===== src/rtl/tiny32_intc_pkg.sv =====
// tiny32_intc_pkg
//   Shared definitions for the tiny32 interrupt controller.
//   - Word offsets of the four software-visible registers (core address[3:2]).
//   - Upper bound on the number of IRQ lines; the core's interrupt input is 8 bits wide.
package tiny32_intc_pkg;

  localparam int INTC_MAX_IRQ = 8;

  localparam logic [1:0] INTC_PENDING  = 2'd0;
  localparam logic [1:0] INTC_ENABLE   = 2'd1;
  localparam logic [1:0] INTC_MODE     = 2'd2;
  localparam logic [1:0] INTC_POLARITY = 2'd3;

  typedef logic [INTC_MAX_IRQ-1:0] intc_vec_t;

endpackage


===== src/rtl/tiny32_intc_line.sv =====
// tiny32_intc_line
//   One interrupt line of the controller: synchroniser, polarity normalisation,
//   edge history and the PENDING bit.
// Ports
//   clk          clock, posedge
//   nreset       synchronous active-low reset
//   irq_raw      raw asynchronous request from the peripheral
//   mode         1 = edge, 0 = level
//   pol          1 = active-low / falling edge
//   pol_wr       POLARITY register is being written this cycle
//   pol_wdata    new POLARITY bit for this line (valid with pol_wr)
//   w1c          write-1-to-clear for PENDING this cycle
//   pending      registered PENDING bit
//   pending_next value PENDING takes at the next posedge
module tiny32_intc_line
  import tiny32_intc_pkg::*;
#(
  parameter int SYNC_STAGES = 2
) (
  input  logic clk,
  input  logic nreset,
  input  logic irq_raw,
  input  logic mode,
  input  logic pol,
  input  logic pol_wr,
  input  logic pol_wdata,
  input  logic w1c,
  output logic pending,
  output logic pending_next
);

  logic [SYNC_STAGES-1:0] sync_q;
  logic                   hist_q;
  logic                   synced;
  logic                   s;
  logic                   rise;

  assign synced = sync_q[SYNC_STAGES-1];
  assign s      = synced ^ pol;
  assign rise   = s & ~hist_q;

  always_ff @(posedge clk) begin
    if (!nreset) begin
      sync_q <= '0;
    end else begin
      sync_q <= {sync_q[SYNC_STAGES-2:0], irq_raw};
    end
  end

  // In edge mode a new edge wins over a simultaneous W1C so no event is lost.
  always_comb begin
    pending_next = s;
    if (mode) begin
      pending_next = (pending & ~w1c) | rise;
    end
  end

  // History tracks s in both modes, so switching level->edge starts with
  // hist = s. On a polarity write it takes the value s will have under the
  // new polarity, which suppresses a spurious edge.
  always_ff @(posedge clk) begin
    if (!nreset) begin
      pending <= 1'b0;
      hist_q  <= 1'b0;
    end else begin
      pending <= pending_next;
      hist_q  <= pol_wr ? (synced ^ pol_wdata) : s;
    end
  end

endmodule


===== src/rtl/tiny32_intc.sv =====
// tiny32_intc
//   Memory-mapped interrupt controller driving the tiny32 core's interrupt[7:0].
//   4-word slave: PENDING (R/W1C), ENABLE, MODE (1=edge), POLARITY (1=active-low).
// Ports
//   clk        clock, posedge
//   nreset     synchronous active-low reset
//   irq_in     raw asynchronous peripheral requests
//   sel        slave select (decoded externally)
//   reg_addr   word select, core address[3:2]
//   nrd        active-low read strobe
//   nwr        active-low byte-lane write strobes; only lane 0 is used
//   data_in    write data
//   data_out   read data
//   ready      low inserts a wait state on reads
//   interrupt  PENDING & ENABLE, registered; bits >= NUM_IRQ are 0
module tiny32_intc
  import tiny32_intc_pkg::*;
#(
  parameter int NUM_IRQ     = 8,
  parameter int SYNC_STAGES = 2,
  parameter int READ_WAIT   = 0
) (
  input  logic               clk,
  input  logic               nreset,
  input  logic [NUM_IRQ-1:0] irq_in,
  input  logic               sel,
  input  logic [1:0]         reg_addr,
  input  logic               nrd,
  input  logic [3:0]         nwr,
  input  logic [31:0]        data_in,
  output logic [31:0]        data_out,
  output logic               ready,
  output logic [7:0]         interrupt
);

  localparam logic [1:0] WAIT_CYCLES = 2'(READ_WAIT);

  logic               rd_active;
  logic               wr_active;
  logic               wr_pending;
  logic               wr_enable;
  logic               wr_mode;
  logic               wr_pol;
  logic [NUM_IRQ-1:0] wdata;
  logic [NUM_IRQ-1:0] enable_q;
  logic [NUM_IRQ-1:0] mode_q;
  logic [NUM_IRQ-1:0] pol_q;
  logic [NUM_IRQ-1:0] pending_q;
  logic [NUM_IRQ-1:0] pending_next;
  logic [31:0]        rd_mux;
  logic [31:0]        data_q;
  logic [1:0]         wait_cnt;
  logic [7:0]         irq_next;
  logic [7:0]         interrupt_q;
  logic               unused_bits;

  assign rd_active  = sel & ~nrd;
  assign wr_active  = sel & ~nwr[0];
  assign wdata      = data_in[NUM_IRQ-1:0];
  assign wr_pending = wr_active && (reg_addr == INTC_PENDING);
  assign wr_enable  = wr_active && (reg_addr == INTC_ENABLE);
  assign wr_mode    = wr_active && (reg_addr == INTC_MODE);
  assign wr_pol     = wr_active && (reg_addr == INTC_POLARITY);

  assign unused_bits = ^{data_in[31:NUM_IRQ], nwr[3:1]};

  always_ff @(posedge clk) begin
    if (!nreset) begin
      enable_q <= '0;
      mode_q   <= '0;
      pol_q    <= '0;
    end else begin
      if (wr_enable) enable_q <= wdata;
      if (wr_mode)   mode_q   <= wdata;
      if (wr_pol)    pol_q    <= wdata;
    end
  end

  for (genvar i = 0; i < NUM_IRQ; i++) begin : g_line
    tiny32_intc_line #(
      .SYNC_STAGES(SYNC_STAGES)
    ) u_line (
      .clk         (clk),
      .nreset      (nreset),
      .irq_raw     (irq_in[i]),
      .mode        (mode_q[i]),
      .pol         (pol_q[i]),
      .pol_wr      (wr_pol),
      .pol_wdata   (wdata[i]),
      .w1c         (wr_pending & wdata[i]),
      .pending     (pending_q[i]),
      .pending_next(pending_next[i])
    );
  end

  // Read mux works on the current register values, so a read that
  // coincides with a write to the same word sees the pre-write value.
  always_comb begin
    rd_mux = '0;
    case (reg_addr)
      INTC_PENDING:  rd_mux[NUM_IRQ-1:0] = pending_q;
      INTC_ENABLE:   rd_mux[NUM_IRQ-1:0] = enable_q;
      INTC_MODE:     rd_mux[NUM_IRQ-1:0] = mode_q;
      default:       rd_mux[NUM_IRQ-1:0] = pol_q;
    endcase
  end

  always_ff @(posedge clk) begin
    if (!nreset) begin
      data_q <= '0;
    end else if (rd_active) begin
      data_q <= rd_mux;
    end
  end

  // Wait counter restarts whenever the read strobe or select drops.
  always_ff @(posedge clk) begin
    if (!nreset || !rd_active) begin
      wait_cnt <= '0;
    end else if (wait_cnt < WAIT_CYCLES) begin
      wait_cnt <= wait_cnt + 2'd1;
    end
  end

  // Reset is folded into the combinational outputs so an access in flight
  // during reset sees ready=1 and data_out=0.
  assign ready    = !(nreset && rd_active && (wait_cnt < WAIT_CYCLES));
  assign data_out = (READ_WAIT == 0 && nreset && rd_active) ? rd_mux : data_q;

  // Registering next-state PENDING keeps irq_in->interrupt at SYNC_STAGES+1
  // clocks; an ENABLE change shows one clock after the register updates.
  always_comb begin
    irq_next = '0;
    irq_next[NUM_IRQ-1:0] = pending_next & enable_q;
  end

  always_ff @(posedge clk) begin
    if (!nreset) begin
      interrupt_q <= '0;
    end else begin
      interrupt_q <= irq_next;
    end
  end

  assign interrupt = interrupt_q;

endmodule

===== config.mk =====
export PLATFORM = sky130hd
export DESIGN_NAME = tiny32_intc
export DESIGN_NICKNAME = d
export VERILOG_FILES = /design/src/rtl/tiny32_intc_pkg.sv /design/src/rtl/tiny32_intc_line.sv /design/src/rtl/tiny32_intc.sv
export SDC_FILE = /design/constraint.sdc
export NUM_CORES = 1
export LEC_CHECK = 0
export ABC_AREA = 1
export CORE_MARGIN = 2
export CORE_UTILIZATION = 51
export DETAILED_ROUTE_END_ITERATION = 6
export PLACE_DENSITY = 0.85
export SLEW_MARGIN = 20
export SYNTH_ARGS = -nofsm -noshare
export SYNTH_HDL_FRONTEND = slang
export SYNTH_SLANG_ARGS = --single-unit

===== constraint.sdc =====
create_clock -name clk -period 3 [get_ports clk]
set_input_delay 0.45 -clock clk [delete_from_list [all_inputs] [get_ports clk]]
set_output_delay 0.45 -clock clk [all_outputs]
set_load 0.02 [all_outputs]

=== Word-level counts from Yosys, hierarchy flattened ===
Index checks and enable logic that the tools add are counted.

* Memory bits (read-only): 0
* Input bits: 50
* Register bits: 74
* Output and inout port bits: 41
* Latch bits: 0
* Memory bits (writable): 0
* Memories: 0
* Logic and storage cells: 133

* $mul: 0
* Shift-type cells: 0
* Multiplexer cells: 18
* Equality and inequality tests: 3
* Div/mod/pow operators: 0
* Bitwise operators: 69
* $add $sub $neg: 1
* Reductions and logical operators: 11
* $lt $le $gt $ge: 1

{| class="wikitable"
|+ Operators by type and width
! cell !! number
|-
| $and 1x1->1 || 26
|-
| $pmux 8 s3 || 1
|-
| $not 1->1 || 18
|-
| $mux 1 || 16
|-
| $xor 1x1->1 || 16
|-
| $and 8x8->8 || 1
|-
| $mux 8 || 1
|-
| $or 1x1->1 || 8
|-
| $logic_and 1x1->1 || 6
|-
| $eq 2x2->1 const B || 2
|-
| $logic_not 1->1 || 3
|-
| $add 2x1->2 const B || 1
|-
| $eq 2x1->1 const B || 1
|-
| $logic_not 2->1 || 1
|-
| $lt 2x1->1 const B || 1
|-
| $logic_or 1x1->1 || 1
|}

=== Longest topological paths before layout ===
Gate-level depths: netlist (run 1).

* Word-level depth: 9
* Gate-level depth with buffers: 8
* Depth with buffers taken out: 7

=== By module ===
From an unflattened synthesis (run 1), not the netlist that was laid out.

* Cell total of the unflattened synthesis: 510
* Area, all modules: 3435.8 um2

{| class="wikitable"
|+ By module, submodules not included
! module !! sequential area each (um2) !! cells each !! area each (um2) !! times used
|-
| tiny32_intc || 800.8 || 310 || 2004.4 || 1
|-
| tiny32_intc_line || 80.1 || 25 || 178.9 || 8
|}

=== Least setup slack after synthesis (run 1) ===
Ideal clock, no wire load.

* Path kind: input to output
* Start point: in reg_addr[1]
* End point: out data_out[0]
* Setup slack: 1256 ps
* Stages: 7
* Data required time: 2550 ps
* Buffers on the path: 2
* Arrival time: 1294 ps
* Cells stage by stage: buf_4 > nor2_4 > buf_2 > nand2_1 > o211ai_1 > nand2_1 > nand2_1

* Word-level cells in the longest chain between the ends: 3
* Elaborated cells between the ends (all ways): 5
* Those cells by class: eq/ne (2); mux (2); reduce/logical (1)

{| class="wikitable"
|+ Ends and longest elaborated chain
! item !! RTL line !! RTL
|-
| start, declared || tiny32_intc.sv:27 || <nowiki>input logic [1:0] reg_addr,</nowiki>
|-
| $eq 2x2->1, or another cell as far along || tiny32_intc.sv:100 || <nowiki>case (reg_addr)</nowiki>
|-
| $pmux 8 s3 * || tiny32_intc.sv:100 ||
|-
| $mux 8 * || tiny32_intc.sv:128 || <nowiki>assign data_out = (READ_WAIT == 0 && nreset && rd_active) ? rd_mux : data_q;</nowiki>
|-
| end, declared || tiny32_intc.sv:31 || <nowiki>output logic [31:0] data_out,</nowiki>
|}

Mark *: on every way between the ends. The rest lies on a longest branch, timed or not.

=== Worst setup path in the final report (run 1) ===
* Start point: in sel
* End point: out data_out[7]

* Word-level cells in the longest chain between the ends: 3

{| class="wikitable"
|+ Ends and longest elaborated chain
! item !! RTL line !! RTL
|-
| start, declared || tiny32_intc.sv:26 || <nowiki>input logic sel,</nowiki>
|-
| $and 1x1->1 || tiny32_intc.sv:57 || <nowiki>assign rd_active = sel & ~nrd;</nowiki>
|-
| $logic_and 1x1->1 || tiny32_intc.sv:128 ||
|-
| $mux 8 || tiny32_intc.sv:128 ||
|}

No other way between the ends.

==> reports/metrics.csv, run 1 <==
metric,value,unit
Final Hold Fails,0,
Die Ht,82.7,µm
maximum root-to-sink buffer count,2,
DP Worst Slack,0.162,ns
largest family of logic cells by synthesized area,simple AND/OR/NAND/NOR gates,
Max-cap violations,0,
Worst Tran Pin Value,0.592,ns
Starting Density,0.530,
Total GRT Usage,0.212,
"Arr. time, crit path",2.36,ns
RSZ-0062 raised after global routing,false,
DR DRC count,0,
placed cells,548,
WL final,6.48,mm
hold path depth,2,
Die Area,6840,µm²
DR pass1 iterations,4,
Ports,91,
Non-Filler Instances,564,
"Reg clk slew, reported paths",0.07,ns
gr ovfl total,0,
yosys warns,0,
Cell Pwr Density,550,nW/µm²
HP Start,g_line[3].u_line.sync_q[0],
CTS sink count,72,
Synth Register Bits,72,
WS Path Type,input pin to output port,
P&R area growth vs syn,18.3,%
worst clock skew,0.00652,ns
Reg2Reg Capture Point,interrupt[4],
final setup vio count,0,
Max H-tree Level,3,
multiplexer share of the synthesized area,0,
R2R Setup Slk,2.00,ns
row count,28,
Syn Area/Cell,7.13,µm²
Antenna Nets Post-Route,0,
Final WS setup,0.185,ns
post-synthesis adder-cell area fraction,0,
Setup TNS,0,ns
layout cells sized above 1,0.0675,
Crit path required time,2.55,ns
largest net degree at the start of global routing,48,
Root Buffer,clkbuf_8,
xor/xnor share of the synthesized area,0.0444,
Synth Area in Compound Gates,0.0935,
worst path cell trace,clkdlybuf4s50_1 -> inv_1 -> nor2_1 -> nand2_1 -> a21oi_1 -> nand2_1 -> nand2_1 -> clkdlybuf4s50_1,
core area,5960,µm²
Post-DP HPWL,4.56,mm
Worst Path Buf+Inv,3,
post_cts resized,0,
maximum vdd drop,0.286,mV
worst skew pair latency,0.34,ns
Slew HR,0.605,
CP Max Fanout,12,
clock buffer count from CTS,9,
endpoint class of the critical path,output port,
FF-to-FF Start,g_line[4].u_line.sync_q[1],
final slew viol count,0,
"most used cell, CP",nand2_1,
"Setup Fix Bufs, Post-CTS",0,
diodes inserted,0,
FF-to-FF path depth,5,
status,completed,
Tcrit/Tclk final,0.938,
initial DRC count,281,
vias in the first global route,2361,
crit-path leading delay family,buffers and inverters,
GPL Wtd Cong,0.848,
cts hold-fix bufs,0,
number of nets in the layout,534,
Vias/cell,4.74,
simple-gate portion of the synthesized area,0.260,
cell leakage power,0.00188,µW
CTS tree,yes,
Port Buffer Count,38,
sequential element share of the synthesized area,0.456,
Avg WL per Cell,11.5,µm
fmax,355,MHz
fin crit period,2.81,ns
synthesized instance count,443,
HP Class,flop to flop,
slowest cell delay on critical path,0.60,ns
Hold Crit Endpoint,g_line[3].u_line.sync_q[1],
die width,82.7,µm
vias post-DR,2674,
Yosys cell types,20,
mapped cell area,3160,µm²
initial antenna violation count,0,
"slowest stage cell, crit path",clkdlybuf4s50_1,
Worst setup SP type,input pin,
first-pass GRT wire length,10.8,mm
-- cell usage in the layout, fill, tap and decap left out, types with 2 or more instances in the layout --
cell type and count:
nand2_1 133, dfxtp_1 72, nor2_1 49, inv_1 48
clkdlybuf4s50_1 38, o21ai_0 25, conb_1 25, a21oi_1 18
nand3_1 18, xor2_1 16, clkbuf_8 13, buf_4 8
o21ai_1 7, o211ai_1 6, inv_2 4, nor2_2 2
nand2_2 2
-- logic make-up after synthesis --
logic type,Yosys count
AND/OR/NAND/NOR,206
buffers and inverters,91
flip-flops,72
AO/OA/AOI/OAI,56
XOR/XNOR,16
other,2
-- how the worst max path moves through the flow --
stage,cells after the start,from,slack [ns],end
floorplan,7,reg_addr[1],1.26,data_out[0]
global placement,8,sel,0.16,data_out[7]
detailed placement,8,sel,0.16,data_out[7]
CTS,8,sel,0.16,data_out[7]
global route,8,sel,0.001,data_out[4]
finish,8,sel,0.19,data_out[7]
-- state kept, by name, indices dropped and copies added, names as in the netlist --
signal / count
g_line.u_line.sync_q: 16
data_q: 8
enable_q: 8
g_line.u_line.hist_q: 8
g_line.u_line.pending: 8
interrupt: 8
mode_q: 8
pol_q: 8
-- stage by stage --
stage,power [µW],instance area (µm²),utilization,hold WS [ns]
final,2060,3740,0.628,0.411
after global routing,2140,3740,0.628,0.427
after CTS,2060,3740,0.628,0.411
after detailed placement,1260,3520,0.591,0.395
after global placement,1250,3520,0.591,0.394
after floorplan,1200,3240,-,0.390
-- per-layer routing --
| layer | wire length, µm | global-route usage | vias up | part of all wire |
|---|---|---|---|---|
| met5 | 0 | 0 | - | 0 |
| met4 | 85 | 0.0754 | 0 | 0.013 |
| met3 | 405 | 0.0620 | 9 | 0.063 |
| met2 | 3030 | 0.337 | 83 | 0.47 |
| met1 | 2960 | 0.274 | 1198 | 0.46 |
| li1 | - | - | 1384 | - |
-- worst register-to-register path: cells and delay by family (launching register included) --
family	cells	cell delay [ns]
xor gates and xnor gates	1	0.24
and+or+nand+nor	4	0.36
DFF	1	0.36
-- layout make-up --
cell class / count / area, µm²
Clock buffer: 14 / 183
Sequential cell: 72 / 1440
Multi-Input combinational cell: 303 / 1350
Tap cell: 75 / 93.8
Fill cell: 524 / 2220
Clock inverter: 2 / 35.0
Inverter: 52 / 195
Timing Repair Buffer: 46 / 440
-- power breakdown --
group          switching (µW)  total (µW)  internal (µW)  leakage, µW
clock                     344         818            474     0.000113
sequential               19.7        1010            993     0.000588
combinational             142         226           83.8      0.00118
-- synthesized netlist by cell type, drive strengths merged --
library cell	count	share of area
nand2	135	0.16
dfxtp	72	0.46
inv	52	0.062
nor2	52	0.066
buf	33	0.075
o21ai	32	0.051
nand3	19	0.032
a21oi	18	0.029
xor2	16	0.044
clkbuf	6	0.0071
o211ai	6	0.014
conb	2	0.0024
(Power assumes the default switching activity.)
==> run 2, diff against run 1 <==
- CORE_UTILIZATION: 51 -> 53
- CTS_BUF_LIST: unset -> sky130_fd_sc_hd__clkbuf_4 sky130_fd_sc_hd__clkbuf_8
- PLACE_DENSITY: 0.85 -> 0.88
==> reports/metrics.csv, run 2 (synthesis results as in run 1) <==
metric,value,unit,change
status,completed,,
final setup vio count,0,,unchanged
Avg WL per Cell,11.6,µm,+1.4%
post_cts resized,0,,unchanged
vias in the first global route,2473,,+4.7%
"most used cell, CP",nand2_1,,
max reg flops,16,,unchanged
CP Max Fanout,12,,unchanged
CTS tree,yes,,
WS Path Type,input pin to output port,,
first-pass GRT wire length,11.0,mm,+1.2%
worst skew pair latency,0.34,ns,about the same
Slew HR,0.570,,-0.0350
Non-Filler Instances,566,,+0.35%
DR pass1 iterations,5,,+1
HP Class,flop to flop,,
Starting Density,0.540,,+0.00953
die width,81.2,µm,-1.8%
clock buffer count from CTS,9,,unchanged
number of nets in the layout,537,,+0.56%
initial DRC count,213,,-24%
gr ovfl total,0,,unchanged
fmax,351,MHz,-1.2%
layout cells sized above 1,0.0733,,+0.00584
WHS,0.407,ns,-0.00418 ns
Crit path required time,2.55,ns,about the same
"Arr. time, crit path",2.40,ns,+0.04 ns
slowest cell delay on critical path,0.61,ns,about the same
Post-DP Area,3540,µm²,+0.64%
fin crit period,2.85,ns,+0.0353 ns
Port Buffer Count,38,,unchanged
worst path cell trace,clkdlybuf4s50_1 -> inv_1 -> nor2_1 -> nand2_1 -> a21oi_1 -> nand2_1 -> nand2_1 -> clkdlybuf4s50_1,,
maximum vdd drop,0.269,mV,-5.8%
Worst Path Buf+Inv,3,,unchanged
RSZ-0062 raised after global routing,false,,
WL final,6.59,mm,+1.7%
Worst setup SP type,input pin,,
row count,28,,unchanged
vias post-DR,2753,,+3.0%
"most common cell after layout, fill and taps aside",nand2_1,,
"slowest stage cell, crit path",clkdlybuf4s50_1,,
worst clock skew,0.00609,ns,-0.000428 ns
Max H-tree Level,3,,unchanged
crit-path leading delay family,buffers and inverters,,
Cell Pwr Density,518,nW/µm²,-5.8%
Tcrit/Tclk final,0.950,,+0.0118
final slew viol count,0,,unchanged
GPL Wtd Cong,0.850,,+0.20%
Max-cap violations,0,,unchanged
FILL cells,484,,-7.6%
cts hold-fix bufs,0,,unchanged
largest net degree at the start of global routing,48,,unchanged
P&R area growth vs syn,17.7,%,
cell area after layout,3720,µm²,-0.50%
Vias/cell,4.86,,+2.6%
initial antenna violation count,0,,unchanged
CTS sink count,72,,unchanged
hold path depth,2,,unchanged
Die Area,6590,µm²,-3.6%
"Reg clk slew, reported paths",0.07,ns,about the same
placed cells,551,,+0.55%
endpoint class of the critical path,output port,,
"leading cell types in the layout, fill and taps excluded","nand2_1 (133), dfxtp_1 (72), nor2_1 (49)",,
Setup TNS,0,ns,unchanged
maximum root-to-sink buffer count,2,,unchanged
Final Hold Fails,0,,unchanged
Worst path depth,8,,unchanged
FF-to-FF path depth,5,,unchanged
Ports,91,,unchanged
diodes inserted,0,,unchanged
Worst Tran Pin Value,0.644,ns,+0.0525 ns
Antenna Nets Post-Route,0,,unchanged
core area,5850,µm²,-1.8%
cell leakage power,0.00187,µW,-0.34%
Top reg by flops,g_line.u_line.sync_q,,
"Setup Fix Bufs, Post-CTS",0,,unchanged
DR DRC count,0,,unchanged
Root Buffer,clkbuf_8,,
Die Ht,81.2,µm,-1.8%
Total GRT Usage,0.219,,+0.00672
Post-DP HPWL,4.70,mm,+3.1%
[run 2: cell count changes in the layout (fill, tap and decap cells not counted), sizes merged]
| cell | change |
|---|---|
| clkinvlp | +1 |
| buf | +3 |
| clkinv | +1 |
| clkbuf | -2 |
| bufinv | -1 |
[run 2: where the power goes]
group	switching [µW]	internal (µW)
Combinational	145	86.1
Clock	337	347
Sequential	20.0	993
[run 2: worst paths after layout]
| kind | start | end | slack (ns) |
|---|---|---|---|
| setup / recovery | sel | data_out[0] | 0.15 |
| hold reg to reg | g_line[6].u_line.sync_q[0] | g_line[6].u_line.sync_q[1] | 0.41 |
| setup reg to reg | g_line[5].u_line.sync_q[1] | interrupt[5] | 1.94 |
| hold / removal | g_line[6].u_line.sync_q[0] | g_line[6].u_line.sync_q[1] | 0.41 |
[run 2: cell type report]
| type | count | area (µm²) | area share |
|---|---|---|---|
| Sequential cell | 72 | 1440 | 0.388 |
| Clock inverter | 3 | 17.5 | 0.00471 |
| Tap cell | 75 | 93.8 | 0.0252 |
| Inverter | 52 | 195 | 0.0525 |
| Timing Repair Buffer | 49 | 463 | 0.124 |
| Clock buffer | 12 | 159 | 0.0427 |
| Multi-Input combinational cell | 303 | 1350 | 0.363 |
[run 2: metrics by stage]
step | util | setup slack (ns) | total power [µW]
floorplan | - | 1.26 | 1200
global placement | 0.605 | 0.202 | 1250
detailed placement | 0.605 | 0.157 | 1260
CTS | 0.636 | 0.162 | 1930
global route | 0.636 | 0.0547 | 2010
finish | 0.636 | 0.150 | 1930
[run 2: tightest hold or removal path, stage by stage (launching register included)]
cell	delay, ns
dfxtp_1	0.31
nand2_1	0.04
inv_1	0.04
[run 2: layer usage]
layer,GRT usage,vias to the layer above,share of wire,routed length (µm)
li1,-,1387,-,-
met1,0.260,1240,0.43,2840
met2,0.360,113,0.48,3130
met3,0.0678,13,0.073,480
met4,0.103,0,0.022,143
met5,0,-,0,0
==> run 3, diff against run 2 <==
- SETUP_SLACK_MARGIN: unset -> 0.02
==> results of run 3 <==
No change in the layout: final DEF, timing and power equal those of run 2.
